## config.mk

```make
export PLATFORM = sky130hd
export DESIGN_NAME = if_id_queue
export DESIGN_NICKNAME = d
export VERILOG_FILES = /design/src/rtl/if_id_queue.sv
export SDC_FILE = /design/constraint.sdc
export NUM_CORES = 1
export LEC_CHECK = 0
export BUFFER_PORTS_ARGS = -buffer_cell sky130_fd_sc_hd__buf_4
export CORE_ASPECT_RATIO = 0.6
export CORE_MARGIN = 8
export CORE_UTILIZATION = 30
export DETAILED_ROUTE_END_ITERATION = 7
export GPL_ROUTABILITY_DRIVEN = 1
export HOLD_SLACK_MARGIN = 0.1
export SKIP_LAST_GASP = 1
export SYNTH_ARGS = -nofsm -noshare
export SYNTH_HDL_FRONTEND = slang
export SYNTH_SLANG_ARGS = --single-unit
```

## constraint.sdc

```tcl
create_clock -name clk -period 3.7 [get_ports clk]
set_clock_uncertainty 0.1 [all_clocks]
set_input_delay 0.185 -clock clk [delete_from_list [all_inputs] [get_ports clk]]
set_output_delay 0.185 -clock clk [all_outputs]
set_load 0.01 [all_outputs]
```

## src/rtl/if_id_queue.sv

```systemverilog
// ---------------------------------------------------------------------------
// if_id_queue
// Fetch-to-decode instruction queue and pipeline register. Each fetched
// bundle {pc, inst, pc_4, is_branch, t_nt, hit} is pushed into a small FIFO.
// The oldest bundle is presented to decode in first-word-fall-through form.
//
// Ports
//   clk           rising-edge clock
//   rst           asynchronous active-low reset
//   if_valid      fetch presents a bundle this cycle
//   if_*          fetched bundle fields (sampled only on a push)
//   fetch_ready   queue can accept a push; fetch ANDs this into PCWrite
//   id_ready      decode consumes the head bundle (low = hazard stall)
//   flush         mispredict: discard every queued bundle
//   id_valid      head bundle valid
//   id_*          head bundle fields; a NOP bubble when id_valid=0
//   count         current occupancy, 0..DEPTH
// ---------------------------------------------------------------------------
module if_id_queue #(
    parameter int          DEPTH    = 4,
    parameter int          PTR_W    = 2,
    parameter logic [31:0] NOP_INST = 32'h00000013
) (
    input  logic             clk,
    input  logic             rst,
    input  logic             if_valid,
    input  logic [31:0]      if_pc,
    input  logic [31:0]      if_inst,
    input  logic [31:0]      if_pc_4,
    input  logic             if_is_branch,
    input  logic             if_t_nt,
    input  logic             if_hit,
    output logic             fetch_ready,
    input  logic             id_ready,
    input  logic             flush,
    output logic             id_valid,
    output logic [31:0]      id_pc,
    output logic [31:0]      id_inst,
    output logic [31:0]      id_pc_4,
    output logic             id_is_branch,
    output logic             id_t_nt,
    output logic             id_hit,
    output logic [PTR_W:0]   count
);

    typedef struct packed {
        logic [31:0] pc;
        logic [31:0] inst;
        logic [31:0] pc_4;
        logic        is_branch;
        logic        t_nt;
        logic        hit;
    } bundle_t;

    localparam logic [PTR_W:0] DEPTH_C = (PTR_W+1)'(DEPTH);

    bundle_t          mem_r [DEPTH];
    logic [PTR_W-1:0] wr_ptr_r;
    logic [PTR_W-1:0] rd_ptr_r;
    logic [PTR_W:0]   count_r;

    logic             valid_s;
    logic             pop_s;
    logic             push_s;
    logic             fetch_ready_s;
    bundle_t          head_s;

    // Handshake decode. fetch_ready deliberately depends only on the
    // occupancy and id_ready so there is no loop back through if_valid.
    always_comb begin
        valid_s       = (count_r != {(PTR_W+1){1'b0}});
        pop_s         = id_ready & valid_s;
        fetch_ready_s = (count_r < DEPTH_C) | pop_s;
        push_s        = if_valid & fetch_ready_s;
    end

    // Bundle storage; contents need no reset because reads are qualified
    // by the occupancy. A flushed push is dropped here as well.
    always_ff @(posedge clk) begin
        if (push_s && !flush) begin
            mem_r[wr_ptr_r] <= '{pc: if_pc, inst: if_inst, pc_4: if_pc_4,
                                 is_branch: if_is_branch, t_nt: if_t_nt,
                                 hit: if_hit};
        end
    end

    // Pointers and occupancy. Full/empty is told apart by count only, so the
    // pointers simply wrap modulo DEPTH. Flush overrides push and pop.
    always_ff @(posedge clk or negedge rst) begin
        if (!rst) begin
            wr_ptr_r <= {PTR_W{1'b0}};
            rd_ptr_r <= {PTR_W{1'b0}};
            count_r  <= {(PTR_W+1){1'b0}};
        end else if (flush) begin
            wr_ptr_r <= {PTR_W{1'b0}};
            rd_ptr_r <= {PTR_W{1'b0}};
            count_r  <= {(PTR_W+1){1'b0}};
        end else begin
            if (push_s) begin
                wr_ptr_r <= wr_ptr_r + PTR_W'(1);
            end
            if (pop_s) begin
                rd_ptr_r <= rd_ptr_r + PTR_W'(1);
            end
            case ({push_s, pop_s})
                2'b10:   count_r <= count_r + (PTR_W+1)'(1);
                2'b01:   count_r <= count_r - (PTR_W+1)'(1);
                default: count_r <= count_r;
            endcase
        end
    end

    // Head presentation: registered rd_ptr selects the entry; an empty queue
    // shows a NOP bubble with every other field cleared.
    always_comb begin
        head_s       = mem_r[rd_ptr_r];
        id_valid     = valid_s;
        id_pc        = 32'h0000_0000;
        id_inst      = NOP_INST;
        id_pc_4      = 32'h0000_0000;
        id_is_branch = 1'b0;
        id_t_nt      = 1'b0;
        id_hit       = 1'b0;
        if (valid_s) begin
            id_pc        = head_s.pc;
            id_inst      = head_s.inst;
            id_pc_4      = head_s.pc_4;
            id_is_branch = head_s.is_branch;
            id_t_nt      = head_s.t_nt;
            id_hit       = head_s.hit;
        end else begin
            id_pc        = 32'h0000_0000;
        end
    end

    assign fetch_ready = fetch_ready_s;
    assign count       = count_r;

endmodule

```

==> results of run 1 <==
[critical path, stage by stage (launching register included)]
cell	delay [ns]
sky130_fd_sc_hd__dfrtp_4	0.83
sky130_fd_sc_hd__buf_4	0.37
sky130_fd_sc_hd__mux4_2	0.52
sky130_fd_sc_hd__or2_1	0.22
sky130_fd_sc_hd__buf_4	0.14
[per-layer routing]
metal | track usage, % | vias up | share of wire [%] | wire, µm
met5 | 0 | - | 0.11 | 37
met4 | 2.001 | 6 | 1.2 | 414
met3 | 3.225 | 45 | 6.3 | 2158
met2 | 18.68 | 188 | 47 | 16320
met1 | 15.41 | 4066 | 45 | 15560
li1 | - | 3485 | - | -
[layout by cell type (no fill, tap or decap), types with 2 or more instances in the layout]
cell type / instances
sky130_fd_sc_hd__nor2_1: 4
sky130_fd_sc_hd__ha_1: 4
sky130_fd_sc_hd__o21ai_0: 4
sky130_fd_sc_hd__bufinv_16: 2
sky130_fd_sc_hd__diode_2: 3
sky130_fd_sc_hd__nand3_1: 2
sky130_fd_sc_hd__dfrtp_1: 5
sky130_fd_sc_hd__mux4_2: 99
sky130_fd_sc_hd__a21oi_1: 5
sky130_fd_sc_hd__clkbuf_16: 41
sky130_fd_sc_hd__buf_4: 211
sky130_fd_sc_hd__and2b_1: 9
sky130_fd_sc_hd__clkinv_2: 5
sky130_fd_sc_hd__dfrtp_4: 2
sky130_fd_sc_hd__buf_12: 11
sky130_fd_sc_hd__dlygate4sd3_1: 107
sky130_fd_sc_hd__inv_1: 6
sky130_fd_sc_hd__or2_2: 3
sky130_fd_sc_hd__clkinv_1: 9
sky130_fd_sc_hd__edfxtp_1: 396
sky130_fd_sc_hd__xor2_1: 2
sky130_fd_sc_hd__nor3_1: 2
sky130_fd_sc_hd__nand2b_1: 3
sky130_fd_sc_hd__clkbuf_1: 9
sky130_fd_sc_hd__nor2b_1: 89
sky130_fd_sc_hd__and2_4: 4
[kinds of logic (layout without fill, tap and decap cells)]
| group | Yosys count | after routing |
|---|---|---|
| adders and majority gates | 5 | 5 |
| muxes | 99 | 99 |
| and+or+nand+nor | 122 | 122 |
| buffers and inverters | 45 | 402 |
| DFF | 403 | 403 |
| other | 0 | 3 |
| AOI/OAI and AO/OA | 16 | 16 |
| xor gates and xnor gates | 2 | 2 |
[layout make-up]
cell class / count / area [µm²]
multi-input cells: 244 / 3202
diodes: 3 / 7.507
well taps: 693 / 867.1
fillers: 4593 / 30770
clock buffers: 50 / 1060
flip-flops and latches: 403 / 12070
inverters: 6 / 22.52
clock inverters: 17 / 127.6
repair buffers: 329 / 2875
[state kept, by name, indices dropped and copies added, names as in the netlist]
signal	count
count	3
mem_r	396
rd_ptr_r	2
wr_ptr_r	2
[how the worst max path moves through the flow]
stage | cells past startpoint | start | slack [ns] | end
after floorplan | 4 | count[2] | 0.88 | mem_r[0][0]
after global placement | 4 | rd_ptr_r[0] | 1.27 | id_inst[0]
after detailed placement | 4 | rd_ptr_r[0] | 1.24 | id_inst[0]
after CTS | 4 | rd_ptr_r[0] | 0.65 | id_inst[0]
after global routing | 4 | rd_ptr_r[0] | 0.58 | id_inst[0]
final | 4 | rd_ptr_r[0] | 0.78 | id_inst[0]
[through the flow]
step | hold WS (ns) | instance area [µm²] | worst slack, ns
6_report | 0.2945 | 20240 | 0.7770
5_1_grt | 0.2667 | 20240 | 0.5830
4_1_cts | 0.2647 | 20230 | 0.6490
3_5_place_dp | -0.09116 | 17970 | 1.236
3_3_place_gp | -0.09246 | 17970 | 1.268
2_1_floorplan | -0.2106 | 15530 | 0.8846
[synth_stat cells (all sizes together), types with 2 or more instances]
library cell and n:
nor2b 89, clkbuf 20, ha 4, or2 4
nor2 4, edfxtp 396, nand3 2, mux4 99
xor2 2, dfrtp 7, inv 6, and2 4
nor3 3, buf 19, nand2b 3, and2b 9
a21oi 5, o21ai 4
[what timing repair did]
item / CTS / global route
buffers inserted: 0 / 0
hold endpoints to repair: 410 / 0
hold buffers: 107 / 0
[where the power goes]
group | switching, µW | internal [µW] | leakage, µW | total, µW
clock | 1620 | 2150 | 0.000582 | 3770
combinational | 661 | 765 | 0.00250 | 1430
sequential | 64.5 | 5140 | 0.00369 | 5200
total | 2340 | 8060 | 0.00677 | 10400
==> run summary, run 1 <==
### Status
* **status** completed

### STA
* **time the worst path needs with I/O delays and setup** 2.923 ns
* **number of endpoints with negative hold slack in the final report** 0
* **max_slew headroom** 48.21%
* **RSZ-0062 raised after global routing** no
* **final setup violating endpoints** 0
* **crit share post-route** 79.00%
* **final max-slew violation count** 0
* **slew at the pin closest to its max-slew limit** 0.7768 ns
* **Setup TNS Final** 0 ns
* **fmax** 342.1 MHz

### Critical path
* **largest fanout of any net on the critical path** 27
* **endpoint of the worst-slack reg-to-reg timing path** mem_r[1][29]
* **required arrival time at the worst endpoint** 3.41 ns
* **classification of the worst setup path** register to output pin
* **flop-to-flop setup slack** 1.19 ns
* **RR Startpoint** count[2]
* **Startpoint Class** register
* **type of element capturing the critical path** output pin
* **cell count of the worst reg-to-reg path** 4
* **Crit path arrival time** 2.64 ns

### Job
* **count of maximum capacitance violations** 0

### Global routing
* **first-pass GRT wire length** 52,560 µm
* **via count of the first global-routing pass** 8,733
* **GR Util All Layers** 11.44%
* **initial antenna violation count** 6
* **maximum number of pins on one net before global-route repair** 101
* **total gr overflow** 0

### Clock tree
* **clock tree from TritonCTS** done
* **number of buffers inserted during clock tree synthesis** 39
* **clk sink count** 403
* **clock edge transition at the registers on the reported setup and hold paths** 0.07 ns
* **clk_lat worst skew** 0.53 ns
* **maximum buffer depth of the clock tree** 3
* **maximum level of the CTS H-tree** 2
* **library cell used as clock root buffer** sky130_fd_sc_hd__clkbuf_16
* **post-cts gate resize count** 0

### Routing
* **wire per inst** 19.77 µm
* **remaining number of nets flagged by the antenna check after routing** 0
* **DRT Pass-1 Iters** 4
* **Post-Route WL** 34,490 µm
* **total number of vias** 7,790
* **DRC violations left** 0
* **mean number of vias per cell** 4.464
* **number of DRC violations after detailed-routing iteration 0** 538

### Die
* **Die Ht** 192.2 µm
* **Core ar.** 51,010 µm²
* **Die Outline Area** 59,520 µm²
* **DIE WIDTH** 309.7 µm
* **Initial Util** 30.43%
* **placement row count** 64
* **number of ports placed on the die boundary** 208

### Synth
* **Synth warnings** 0
* **cell type contributing the most total cell area after synthesis** sky130_fd_sc_hd__edfxtp_1
* **combined area of all synthesized cells** 15,520 µm²
* **primary flip-flop cell chosen by synthesis mapping** sky130_fd_sc_hd__edfxtp_1
* **register area share after synthesis** 77.74%
* **area share of the leading cell type in the synthesized netlist** 76.61%
* **share of synthesized area spent on multiplexers** 14.36%
* **EDFF count, synth** 396
* **number of standard cells after synthesis** 692
* **top cells by area, synth** sky130_fd_sc_hd__edfxtp_1 (77%), sky130_fd_sc_hd__mux4_2 (14%), sky130_fd_sc_hd__nor2b_1 (3.6%), sky130_fd_sc_hd__dfrtp_1 (1.1%), sky130_fd_sc_hd__buf_6 (0.73%)
* **area fraction in compound gates after synthesis** 0.6610%
* **register bit count reported by yosys** 403
* **adder-cell area share of the yosys netlist** 0.4514%
* **largest family of logic cells by synthesized area** multiplexers
* **number of library cell types mapped by synthesis** 35
* **average cell area after synthesis** 22.43 µm²
* **net count after synthesis** 801
* **async set-or-reset flop fraction in the synthesized netlist** 1.737%
* **fraction of the mapped netlist area in simple logic gates** 4.973%
* **parity-gate share of the synthesized area counting xor and xnor cells** 0.1128%

### Placement
* **RD Place Congestion** 0.6797
* **Inst Count DP** 1,568
* **HPWL after detailed placement** 19,780 µm
* **Port Buffers** 207

### Layout
* **non-filler instance count after layout** 1,745
* **Final #Nets** 1,132
* **area added between synthesis and finish** 30.36%
* **final core utilization** 39.67%
* **proportion of layout cells with a drive suffix above 1** 36.22%

### Worst hold path
* **hold path start** if_pc[10]
* **Worst Hold Endpoint** mem_r[0][77]
* **HP Class** input pin to register
* **instance count along the most critical hold path** 2

### Power and ir drop
* **power density of the placed cells** 513.9 nW/µm²
* **Static Leak** 0.006769 µW
* **power consumption** 10,400 µW
* **maximum VDD drop** 0.2642 mV

No activity file was read; power rests on OpenSTA's default activity.
==> inputs of run 2 (changes only) <==
ABC_AREA = 1   (was default)
clock period = 2.65 ns   (was 3.7 ns; I/O delays follow)
==> run summary, run 2 <==
### Synth
* **most common library cells after synthesis** sky130_fd_sc_hd__edfxtp_1 (396), sky130_fd_sc_hd__nor2_1 (389), sky130_fd_sc_hd__o21ai_0 (171), sky130_fd_sc_hd__a21oi_1 (105), sky130_fd_sc_hd__clkbuf_1 (28)
* **number of standard cells after synthesis** 1,228
* **cell type contributing the most total cell area after synthesis** sky130_fd_sc_hd__edfxtp_1
* **number of library cell types mapped by synthesis** 22
* **average cell area after synthesis** 12.81 µm²
* **combined area of all synthesized cells** 15,730 µm²
* **area share of the leading cell type in the synthesized netlist** 75.61%
* **Synth warnings** 0
* **net count after synthesis** 1,337
* **top cells by area, synth** sky130_fd_sc_hd__edfxtp_1 (76%), sky130_fd_sc_hd__nor2_1 (9.3%), sky130_fd_sc_hd__o21ai_0 (5.4%), sky130_fd_sc_hd__a21oi_1 (3.3%), sky130_fd_sc_hd__dfrtp_1 (1.1%)
* **EDFF count, synth** 396
* **primary flip-flop cell chosen by synthesis mapping** sky130_fd_sc_hd__edfxtp_1
* **top-count cell post-synth** sky130_fd_sc_hd__edfxtp_1
* **register area share after synthesis** 76.73%
* **register bit count reported by yosys** 403
* **async set-or-reset flop fraction in the synthesized netlist** 1.737%

### STA
* **number of endpoints with negative hold slack in the final report** 0
* **final setup slack of the worst path** 0.08634 ns
* **final setup violating endpoints** 0
* **final max-slew violation count** 0
* **hold slack final** 0.2407 ns
* **time the worst path needs with I/O delays and setup** 2.564 ns
* **crit share post-route** 96.74%
* **slew at the pin closest to its max-slew limit** 0.4475 ns
* **RSZ-0062 raised after global routing** yes
* **fmax** 390.1 MHz
* **max_slew headroom** 70.17%

### Power and ir drop
* **Static Leak** 0.007404 µW
* **P_int** 12,400 µW
* **sw power** 5545 µW
* **Sequential Power Share** 41.1%
* **power density of the placed cells** 866.0 nW/µm²
* **maximum VDD drop** 0.4244 mV
* **Logic pwr share** 28.6%
* **switching part of the total power** 30.91%
* **part of the power in the clock network** 30.3%

### Clock tree
* **maximum level of the CTS H-tree** 2
* **maximum buffer depth of the clock tree** 3
* **clk_lat worst skew** 0.54 ns
* **clock tree from TritonCTS** done
* **number of buffers inserted during clock tree synthesis** 39
* **library cell used as clock root buffer** sky130_fd_sc_hd__clkbuf_16
* **clock edge transition at the registers on the reported setup and hold paths** 0.06 ns
* **clk sink count** 403

### Placement
* **Port Buffers** 207
* **dpl ws** 0.5580 ns
* **HPWL after detailed placement** 22,680 µm
* **total cell area at the placement stage** 18,340 µm²
* **RD Place Congestion** 0.7192

### Routing
* **DRC violations left** 0
* **mean number of vias per cell** 4.602
* **number of DRC violations after detailed-routing iteration 0** 896
* **Post-Route WL** 40,250 µm
* **remaining number of nets flagged by the antenna check after routing** 0
* **DRT Pass-1 Iters** 5
* **wire per inst** 17.66 µm
* **total number of vias** 10,490

### Global routing
* **maximum number of pins on one net before global-route repair** 106
* **GR Util All Layers** 12.75%
* **total gr overflow** 0
* **first-pass GRT wire length** 61,860 µm
* **initial antenna violation count** 2
* **via count of the first global-routing pass** 10,590

### Critical path
* **classification of the worst setup path** register to register
* **endpoint of the worst-slack reg-to-reg timing path** count[0]
* **count of buffering cells on the critical path with inverters included** 3
* **RR Startpoint** count[1]
* **largest fanout of any net on the critical path** 7
* **crit-path max cell delay** 0.63 ns
* **Crit path arrival time** 2.94 ns
* **cell count of the worst reg-to-reg path** 10
* **Startpoint Class** register
* **crit-path most repeated cell** sky130_fd_sc_hd__nand2_1
* **CP cell instances** nor2_2 > nand2_2 > buf_4 > nand2_1 > nand2_1 > a21oi_2 > dlygate4sd3_1 > nand2_1 > nand2_1 > dlygate4sd3_1
* **CP max-delay cell** sky130_fd_sc_hd__dlygate4sd3_1
* **flop-to-flop setup slack** 0.09 ns
* **total number of cells along the worst setup path** 10
* **Top Family by Delay on Critical Path** buffers and inverters
* **type of element capturing the critical path** register
* **required arrival time at the worst endpoint** 3.02 ns

### Die
* **Core ar.** 52,130 µm²
* **DIE WIDTH** 311.6 µm
* **Initial Util** 30.17%
* **Die Outline Area** 60,240 µm²
* **number of ports placed on the die boundary** 208
* **placement row count** 65
* **Die Ht** 193.4 µm

### Layout
* **area added between synthesis and finish** 31.74%
* **flip-flop count of the largest register after layout** 396
* **antenna diode instance count** 0
* **most common library cell in the layout ignoring fill and taps** sky130_fd_sc_hd__edfxtp_1
* **Layout fillers** 4,840
* **final core utilization** 39.74%
* **Final #Nets** 1,658
* **proportion of layout cells with a drive suffix above 1** 20.37%
* **final instance area** 20,720 µm²
* **top library cells by usage in the layout, fill and taps aside** sky130_fd_sc_hd__edfxtp_1 (396), sky130_fd_sc_hd__nor2_1 (384), sky130_fd_sc_hd__buf_4 (226), sky130_fd_sc_hd__o21ai_0 (171), sky130_fd_sc_hd__dlygate4sd3_1 (108)
* **largest register by flop count** mem_r

### Worst hold path
* **Worst Hold Endpoint** mem_r[1][5]
* **hold path start** if_pc_4[2]
* **HP Class** input pin to register
* **instance count along the most critical hold path** 2

### Status
* **status** completed

### Job
* **count of maximum capacitance violations** 0

[run 2: worst max path at each step]
stage | startpoint | endpoint
floorplan | count[2] | mem_r[0][0]
global placement | count[2] | mem_r[1][51]
detailed placement | rd_ptr_r[0] | id_pc_4[29]
CTS | rd_ptr_r[0] | id_is_branch
global route | count[1] | count[0]
finish | count[1] | count[0]
[run 2: area by class of cell]
type / count / area [µm²] / share of cell area (%)
Clock buffer: 45 / 1020 / 4.922
Multi-Input combinational cell: 734 / 3264 / 15.76
Tap cell: 703 / 879.6 / 4.246
Timing Repair Buffer: 355 / 3199 / 15.44
Clock inverter: 23 / 206.4 / 0.9965
Sequential cell: 403 / 12080 / 58.30
Inverter: 16 / 70.07 / 0.3382
[run 2: worst reg2reg max path, cell delays in order, from the launching register on]
cell and delay, ns:
sky130_fd_sc_hd__dfrtp_2 0.44, sky130_fd_sc_hd__nor2_2 0.12, sky130_fd_sc_hd__nand2_2 0.05, sky130_fd_sc_hd__buf_4 0.17, sky130_fd_sc_hd__nand2_1 0.08, sky130_fd_sc_hd__nand2_1 0.10, sky130_fd_sc_hd__a21oi_2 0.15, sky130_fd_sc_hd__dlygate4sd3_1 0.63
sky130_fd_sc_hd__nand2_1 0.06, sky130_fd_sc_hd__nand2_1 0.05, sky130_fd_sc_hd__dlygate4sd3_1 0.54
[run 2: per-layer routing]
metal | up-vias | wire length [µm] | GRT usage, %
li1 | 4996 | - | -
met4 | 4 | 640 | 2.489
met1 | 5118 | 18530 | 17.29
met5 | - | 22 | 0
met3 | 58 | 2662 | 3.321
met2 | 312 | 18400 | 20.66
[run 2: metrics by stage]
stage                     power (µW)  setup TNS (ns)  std cells
final                          17940               0       2279
after global routing           18870        -0.03001       2279
after CTS                      18140               0       2275
after detailed placement       12480               0       2098
after global placement         12440               0       2098
after floorplan                 9988          -44.20       1228
[run 2: cells by family after synthesis]
family / after synthesis / synth area share, %
buffers and inverters: 91 / 2.840
AND/OR/NAND/NOR: 424 / 10.23
AO/OA/AOI/OAI: 304 / 9.698
flip-flops: 403 / 76.73
XOR/XNOR: 1 / 0.05570
adder cells (fa/ha/maj): 5 / 0.4456
[run 2: power by group through the flow]
stage / Sequential, µW / Combinational, µW / Clock, µW
global placement: 7540 / 4900 / 0
CTS: 7390 / 5150 / 5600
finish: 7380 / 5130 / 5430
detailed placement: 7550 / 4930 / 0
global route: 7400 / 5620 / 5850
floorplan: 7470 / 2520 / 0
[run 2: timing repair]
action,in CTS,in global routing
gates resized for setup,0,5
cloned,0,0
setup buffers,1,4
hold endpoints to repair,410,0
setup endpoints to repair,12,14
hold buffers,108,0
==> inputs of run 3 (changes only) <==
CORE_ASPECT_RATIO = 0.5   (was 0.6)
==> run summary, run 3 (synthesis gave the netlist of run 2 again) <==
### Power and ir drop
* **Sequential Power Share** 40.8%
* **maximum VDD drop** 0.5562 mV
* **switching part of the total power** 30.20%
* **sw power** 5442 µW
* **power density of the placed cells** 871.4 nW/µm²
* **P_int** 12,580 µW
* **part of the power in the clock network** 30.9%
* **Logic pwr share** 28.3%
* **Static Leak** 0.007379 µW

### Global routing
* **initial antenna violation count** 2
* **first-pass GRT wire length** 60,350 µm
* **total gr overflow** 0
* **GR Util All Layers** 12.64%
* **via count of the first global-routing pass** 10,660
* **maximum number of pins on one net before global-route repair** 101

### Die
* **number of ports placed on the die boundary** 208
* **Core ar.** 51,900 µm²
* **Die Ht** 177.9 µm
* **placement row count** 59
* **DIE WIDTH** 339.8 µm
* **Die Outline Area** 60,450 µm²
* **Initial Util** 30.30%

### Worst hold path
* **HP Class** input pin to register

### Placement
* **dpl ws** 0.5750 ns
* **Port Buffers** 207
* **HPWL after detailed placement** 24,200 µm
* **RD Place Congestion** 0.8068

### STA
* **number of endpoints with negative hold slack in the final report** 0
* **slew at the pin closest to its max-slew limit** 0.5660 ns
* **hold slack final** 0.2432 ns
* **time the worst path needs with I/O delays and setup** 2.473 ns
* **final setup violating endpoints** 0
* **final max-slew violation count** 0
* **crit share post-route** 93.31%
* **RSZ-0062 raised after global routing** no
* **max_slew headroom** 62.27%
* **final setup slack of the worst path** 0.1774 ns
* **fmax** 404.4 MHz
* **Setup TNS Final** 0 ns

### Critical path
* **required arrival time at the worst endpoint** 2.42 ns
* **classification of the worst setup path** register to output pin
* **type of element capturing the critical path** output pin
* **largest fanout of any net on the critical path** 42
* **Startpoint Class** register
* **flop-to-flop setup slack** 0.33 ns
* **Crit path arrival time** 2.24 ns

### Routing
* **remaining number of nets flagged by the antenna check after routing** 0
* **Post-Route WL** 40,270 µm
* **total number of vias** 10,400
* **mean number of vias per cell** 4.570
* **number of DRC violations after detailed-routing iteration 0** 738
* **DRT Pass-1 Iters** 5
* **wire per inst** 17.69 µm
* **DRC violations left** 0

### Layout
* **Final #Nets** 1,650
* **Layout fillers** 4,823
* **largest register by flop count** mem_r
* **proportion of layout cells with a drive suffix above 1** 19.71%
* **most common library cell in the layout ignoring fill and taps** sky130_fd_sc_hd__edfxtp_1
* **flip-flop count of the largest register after layout** 396
* **area added between synthesis and finish** 31.49%
* **top library cells by usage in the layout, fill and taps aside** sky130_fd_sc_hd__edfxtp_1 (396), sky130_fd_sc_hd__nor2_1 (385), sky130_fd_sc_hd__buf_4 (220), sky130_fd_sc_hd__o21ai_0 (171), sky130_fd_sc_hd__dlygate4sd3_1 (106)

### Clock tree
* **clk_lat worst skew** 0.52 ns
* **library cell used as clock root buffer** sky130_fd_sc_hd__clkbuf_16
* **number of buffers inserted during clock tree synthesis** 41
* **clk sink count** 403
* **maximum buffer depth of the clock tree** 3
* **maximum level of the CTS H-tree** 2
* **clock tree from TritonCTS** done
* **clock edge transition at the registers on the reported setup and hold paths** 0.06 ns

### Status
* **status** completed

### Job
* **count of maximum capacitance violations** 0

run 3: cell types whose count changed in the layout (fill, tap and decap cells not counted), moves of 2 or more:
cell	previous run	this run
sky130_fd_sc_hd__dlygate4sd3_1	108	106
sky130_fd_sc_hd__dfrtp_2	3	1
sky130_fd_sc_hd__diode_2	0	2
sky130_fd_sc_hd__clkbuf_16	40	43
sky130_fd_sc_hd__clkbuf_1	5	10
sky130_fd_sc_hd__dfrtp_1	2	4
sky130_fd_sc_hd__clkinv_1	7	9
sky130_fd_sc_hd__buf_16	2	0
sky130_fd_sc_hd__buf_4	226	220
run 3: timing repair:
item,CTS,global route
resized for setup,1,0
hold buffers,107,0
setup endpoints to repair,1,12
hold endpoints to repair,410,0
setup buffers,0,1
gates cloned,0,0
run 3: cell type report:
cell class,instances,area [µm²],share of cell area (%)
Sequential cell,403,12080,58.40
Multi-Input combinational cell,734,3262,15.77
Timing Repair Buffer,345,3088,14.93
Clock buffer,54,1127,5.452
Tap cell,701,877.1,4.242
Clock inverter,21,175.2,0.8471
Inverter,16,68.82,0.3328
Antenna cell,2,5.005,0.02420
run 3: critical path, stage by stage, from the launching register on:
cell and delay, ns:
sky130_fd_sc_hd__dfrtp_4 0.59, sky130_fd_sc_hd__buf_12 0.23, sky130_fd_sc_hd__buf_4 0.23, sky130_fd_sc_hd__nor2_1 0.10
sky130_fd_sc_hd__o21ai_0 0.08, sky130_fd_sc_hd__a21oi_1 0.28, sky130_fd_sc_hd__buf_4 0.18
run 3: per-stage QoR:
step                util, %  cell area (µm²)  total power, µW  std cells
floorplan                 -            15780             9988       1228
global placement      35.25            18290            12480       2092
detailed placement    35.25            18290            12510       2092
CTS                   39.83            20670            18240       2274
global route          39.85            20680            18860       2276
finish                39.85            20680            18020       2276
run 3: worst paths after layout:
kind / startpoint / to / depth (start not counted)
max in group asynchronous: rst / rd_ptr_r[0] / 3
worst min register to register: count[0] / count[0] / 3
worst max register to register: count[1] / count[1] / 8
min in group asynchronous: rst / rd_ptr_r[1] / 3
worst min-delay path: if_pc_4[20] / mem_r[1][23] / 2
worst max-delay path: rd_ptr_r[1] / id_pc_4[30] / 6
run 3: per-layer routing:
metal	track usage, %	wire length [µm]
met5	0	0
met4	5.387	1443
met3	1.866	992
met2	25.18	23030
met1	13.18	14810
run 3: power groups by stage:
stage	registers [µW]	clock network, µW	logic (µW)
final	7350	5570	5090
after CTS	7360	5690	5190
after global routing	7370	5950	5540
after floorplan	7470	0	2520
after detailed placement	7490	0	5020
after global placement	7490	0	4990
